===== config.mk =====
export PLATFORM = sky130hd
export DESIGN_NAME = rr_priority_encoder
export DESIGN_NICKNAME = d
export VERILOG_FILES = /design/src/rtl/encoder_pkg.sv /design/src/rtl/rr_priority_scan.sv /design/src/rtl/rr_priority_encoder.sv
export SDC_FILE = /design/constraint.sdc
export NUM_CORES = 1
export LEC_CHECK = 0
export ABC_AREA = 1
export BUFFER_PORTS_ARGS = -buffer_cell sky130_fd_sc_hd__buf_2
export CAP_MARGIN = 0
export CORE_MARGIN = 2
export CORE_UTILIZATION = 51
export CTS_BUF_LIST = sky130_fd_sc_hd__clkbuf_2
export DETAILED_ROUTE_END_ITERATION = 12
export PLACE_DENSITY = 0.84
export SLEW_MARGIN = 20
export SYNTH_ARGS = -nofsm -noshare
export SYNTH_HDL_FRONTEND = slang
export SYNTH_HIERARCHICAL = 1
export SYNTH_SLANG_ARGS = --single-unit

===== constraint.sdc =====
create_clock -name clk -period 3.15 [get_ports clk]
set_clock_uncertainty 0.1 [all_clocks]
set_input_delay 0.63 -clock clk [delete_from_list [all_inputs] [get_ports clk]]
set_output_delay 0.63 -clock clk [all_outputs]
set_load 0.02 [all_outputs]

===== src/rtl/encoder_pkg.sv =====
// rtl/encoder_pkg.sv - shared constants and helpers for the round-robin priority encoder
// Purpose: mode encodings and an index-width helper used by the encoder and its scan.
// Ports: none (package).
package encoder_pkg;

    localparam logic ENC_MODE_FIXED = 1'b0;
    localparam logic ENC_MODE_RR    = 1'b1;

    // Bits needed to index n items; never below 1 so N=2 still gets a real index bit.
    function automatic int clog2_safe(input int n);
        int r;
        r = 0;
        for (int i = 0; i < 31; i++) begin
            if ((1 << i) < n) begin
                r = i + 1;
            end
        end
        return (r < 1) ? 1 : r;
    endfunction

endpackage


===== src/rtl/rr_priority_scan.sv =====
// rtl/rr_priority_scan.sv - combinational rotating highest-set-bit scan
// Purpose: find the first set bit of in, scanning downward from ptr with wrap to N-1.
// Ports:
//   in     [N-1:0]  request vector
//   ptr    [W-1:0]  scan start index (N-1 gives plain highest-index priority)
//   winner [W-1:0]  index of the winning request (0 when in is all zeros)
//   zero            in has no bits set
//   multi           in has two or more bits set
module rr_priority_scan
    import encoder_pkg::*;
#(
    parameter int N = 8,
    parameter int W = clog2_safe(N)
) (
    input  logic [N-1:0] in,
    input  logic [W-1:0] ptr,
    output logic [W-1:0] winner,
    output logic         zero,
    output logic         multi
);

    logic [N-1:0] w_rot;
    logic [W-1:0] w_src;
    logic [W-1:0] w_hi;
    logic         w_seen;

    // Rotate right by ptr+1 so bit ptr lands at the MSB; a plain highest-bit
    // search on the rotated vector then gives the descending-with-wrap order.
    always_comb begin
        w_rot = '0;
        w_src = '0;
        for (int j = 0; j < N; j++) begin
            w_src    = W'((j + int'(ptr) + 1) % N);
            w_rot[j] = in[w_src];
        end
    end

    always_comb begin
        w_hi = '0;
        for (int j = 0; j < N; j++) begin
            if (w_rot[j]) begin
                w_hi = W'(j);
            end
        end
    end

    always_comb begin
        w_seen = 1'b0;
        multi  = 1'b0;
        for (int j = 0; j < N; j++) begin
            if (in[j]) begin
                if (w_seen) begin
                    multi = 1'b1;
                end
                w_seen = 1'b1;
            end
        end
    end

    assign zero   = ~|in;
    // Undo the rotation to recover the original bit index.
    assign winner = zero ? '0 : W'((int'(w_hi) + int'(ptr) + 1) % N);

endmodule


===== src/rtl/rr_priority_encoder.sv =====
// rtl/rr_priority_encoder.sv - N-to-log2(N) priority encoder with round-robin mode and handshake
// Purpose: encode a request vector into a registered binary index with zero/multi flags,
//          fixed or rotating priority, and ready/valid flow control on both sides.
// Ports:
//   clk, rst               clock, asynchronous active-high reset
//   mode                   0 fixed priority (highest index), 1 round-robin; sampled with in
//   in_valid / in_ready    input handshake
//   in        [N-1:0]      request vector
//   out_valid / out_ready  output handshake
//   out       [W-1:0]      winning index
//   out_zero, out_multi    accepted vector was all zeros / had two or more bits set
module rr_priority_encoder
    import encoder_pkg::*;
#(
    parameter int N = 8,
    parameter int W = clog2_safe(N)
) (
    input  logic         clk,
    input  logic         rst,
    input  logic         mode,
    input  logic         in_valid,
    input  logic [N-1:0] in,
    output logic         in_ready,
    output logic         out_valid,
    input  logic         out_ready,
    output logic [W-1:0] out,
    output logic         out_zero,
    output logic         out_multi
);

    localparam logic [W-1:0] PTR_TOP = W'(N - 1);

    logic         r_out_valid;
    logic [W-1:0] r_out;
    logic         r_out_zero;
    logic         r_out_multi;
    logic [W-1:0] r_ptr;

    logic [W-1:0] w_scan_ptr;
    logic [W-1:0] w_win;
    logic         w_zero;
    logic         w_multi;
    logic         w_accept;

    // Fixed mode is the rotating scan pinned to start at the top index.
    assign w_scan_ptr = (mode == ENC_MODE_RR) ? r_ptr : PTR_TOP;

    rr_priority_scan #(
        .N(N),
        .W(W)
    ) u_scan (
        .in    (in),
        .ptr   (w_scan_ptr),
        .winner(w_win),
        .zero  (w_zero),
        .multi (w_multi)
    );

    assign in_ready = !r_out_valid || out_ready;
    assign w_accept = in_valid && in_ready;

    always_ff @(posedge clk or posedge rst) begin
        if (rst) begin
            r_out_valid <= 1'b0;
            r_out       <= '0;
            r_out_zero  <= 1'b0;
            r_out_multi <= 1'b0;
            r_ptr       <= PTR_TOP;
        end else if (w_accept) begin
            r_out_valid <= 1'b1;
            r_out       <= w_win;
            r_out_zero  <= w_zero;
            r_out_multi <= w_multi;
            // Next scan starts just below the winner; an empty vector leaves it alone.
            if (mode == ENC_MODE_RR && !w_zero) begin
                r_ptr <= (w_win == '0) ? PTR_TOP : w_win - 1'b1;
            end
        end else if (out_ready) begin
            r_out_valid <= 1'b0;
        end
    end

    assign out_valid = r_out_valid;
    assign out       = r_out;
    assign out_zero  = r_out_zero;
    assign out_multi = r_out_multi;

endmodule

==> results.md <==
* CP Data Required Time at 3.24 ns
* Syn nets at 180
* CTS H-tree depth at 1
* R2R Path Start: r_ptr[0]
* Post-synth EDFFs at 0
* Setup ws final at -0.415 ns
* CTS Buf Count at 3
* Most frequent cell on the critical path: nand2_1
* Maximum root-to-sink buffer count at 2
* Boundary pin count at 20
* Critical path arrival at 3.66 ns
* Final setup fails at 5
* Routed Antenna Nets at 0
* Final core utilization at 81.7%
* Vias per cell at 5.76
* Leakage power at 0.838 nW
* CP bufs+invs at 6
* Post-layout net count at 234
* IO Port Bufs at 19
* Cell Area, Synth at 1050 µm²
* Cells after Synth at 161
* Max Fclk at 280 MHz
* Number of synthesized register bits at 9
* Post-synth top cells: nand2_1, nand3_1, inv_1
* Initial antenna violation count at 0
* Fin area at 1600 µm²
* Initial DRT Pass Iterations at 5
* Critical path type: flip-flop to flip-flop
* Hold Path Class: primary input to asynchronous set/reset pin
* Post-Place Cells at 230
* Final Non-Filler Cells at 241
* Largest cells by area after synthesis: nand2_1, dfrtp_1, nand3_1
* Slowest cell on crit path: dfstp_2
* Most frequent cell after synthesis: nand2_1
* Async set-or-reset flop fraction in the synthesized netlist at 100%
* Crit-path max FO at 5
* Tot GR Track Use at 31.5%
* Unrepaired setup endpoints after global routing: true
* Area grow syn2layout at 52.0%
* Global-route wire length before repair at 5900 µm
* Post-synth top area share at 20.3%
* Overflow after GRT at 0
* Worst path max stage delay at 0.56 ns
* Routed WL at 4130 µm
* Measured slew at the worst slew-check pin at 0.378 ns
* Clock Sinks at 9
* Cell taking the most area after synthesis: nand2_1
* Register area share after synthesis at 21.7%
* Type of origin of the critical path: flip-flop
* Worst slew margin at 74.7%
* Vias in the first global route at 1320
* Largest net degree at the start of global routing at 10
* Die width at 49.5 µm
* Vias at 1389
* CTS tree: yes
* Die height at 49.5 µm
* Max_cap viols at 0
* R2R Setup Slk at -0.42 ns
* Final hold slack at 0.195 ns
* Min Tclk post-route at 3.57 ns
* Initial drt markers at 77
* Final Hold Fails at 0
* Antenna cells at 0
* CTS clock-pin slew for the worst setup and hold paths at 0.11 ns
* Average size of a mapped cell at 6.55 µm²
* Status: complete, but fails checks
* Slew Viols, Final at 0
* Violated checks: setup timing
* Max IR drop VDD at 0.645 mV
* Core area at 1960 µm²
* Post-DP HPWL at 2440 µm
* Starting Density at 53.8%
* Share of layout cells above drive strength 1 at 54.2%
* P per Cell Area at 1140 nW/µm²
* Die area at 2450 µm²
* Crit-path cells: or2_4, inv_8, ha_4, inv_6, nand3_4, nand2_4, nand2_2, nand2_2, nand2_1, nand2_1, nand2_1, nand2_1, a21oi_2, ha_2, inv_2, fa_2, inv_2, nor2_2, inv_2, ha_4, ha_4, inv_2, nand4_1, nand2_1
* Yosys warning count at 6
* Crit. End Element: flip-flop
* Cell Rows at 16
* GP Congestion at 0.972
* Worst-Skew Late Latency at 0.27 ns
* Avg WL per Cell at 17.1 µm
* Clk root buf: clkbuf_2
* Drc violations at 0
* Top FF cell, synth: dfrtp_1
* FILL cells at 120
* Period utilization at 113%
* Placed cell areas at 1430 µm²
* CP startpoint: r_ptr[0]
* Synth unique cells at 30
* Crit-path leading delay family: adder cells
## final timing paths
path / depth (start not counted) / endpoint
max in group asynchronous: 2 / r_ptr[2]
worst min register to register: 2 / r_ptr[0]
worst max-delay path: 24 / r_ptr[2]
worst max register to register: 24 / r_ptr[2]
min in group clk: 2 / r_ptr[0]
worst min-delay path: 2 / out[1]
## routing by layer
metal	wire (µm)	vias to the layer above	GRT usage, %
met5	0	-	0
met4	164	0	10.6
met3	310	22	5.76
met2	2170	92	59.2
met1	1480	650	35.4
li1	-	625	-
## cell families after synthesis
logic type	Yosys count	share of synthesized area [%]
simple gates	106	49.2
buf+inv	24	10.1
compound gates	13	7.95
xor+xnor	3	3.20
flops	9	21.7
fa+ha+maj	6	7.83
## where the power goes
| part | switching (mW) | internal [mW] | leakage (nW) |
|---|---|---|---|
| Clock | 0.0460 | 0.0337 | 0.0166 |
| Sequential | 0.0263 | 0.170 | 0.104 |
| Combinational | 0.828 | 0.725 | 0.717 |
| Total | 0.901 | 0.929 | 0.838 |
## timing repair
action / in CTS / in global routing
pin swaps: 18 / 7
setup endpoints to repair: 5 / 5
resized for setup: 13 / 12
hold buffers: 0 / 0
setup buffers: 2 / 7
## cell type report
class	instances	area [µm²]	area share (%)
clock buffers	4	20.0	1.25
multi-input cells	128	865	53.9
inverters	22	110	6.87
well taps	27	33.8	2.11
flip-flops and latches	9	229	14.3
repair buffers	51	345	21.5
## sequential cells by signal, summed over array words and instances, names as in the netlist
| signal | count |
|---|---|
| out | 3 |
| out_multi | 1 |
| out_valid | 1 |
| out_zero | 1 |
| r_ptr | 3 |
## per-stage QoR
| stage | power [mW] | worst slack [ns] | setup TNS, ns |
|---|---|---|---|
| 2_1_floorplan | 0.906 | -0.320 | -0.877 |
| 3_3_place_gp | 1.25 | -0.511 | -1.92 |
| 3_5_place_dp | 1.33 | -0.660 | -2.76 |
| 4_1_cts | 1.55 | -0.214 | -0.579 |
| 5_1_grt | 1.93 | -0.521 | -1.84 |
| 6_report | 1.83 | -0.415 | -1.38 |
## cells in the final DEF, fill, tap and decap left out, drive strengths merged, types with 2 or more instances in the layout
master  instances
ha              5
clkbuf          4
dfstp           3
buf            51
or2             4
xor2            2
nand3          26
dfrtp           6
o21ai           7
nand4           3
a21oi           5
nand2          63
nor2            8
inv            22
No activity file was read; power rests on OpenSTA's default activity.
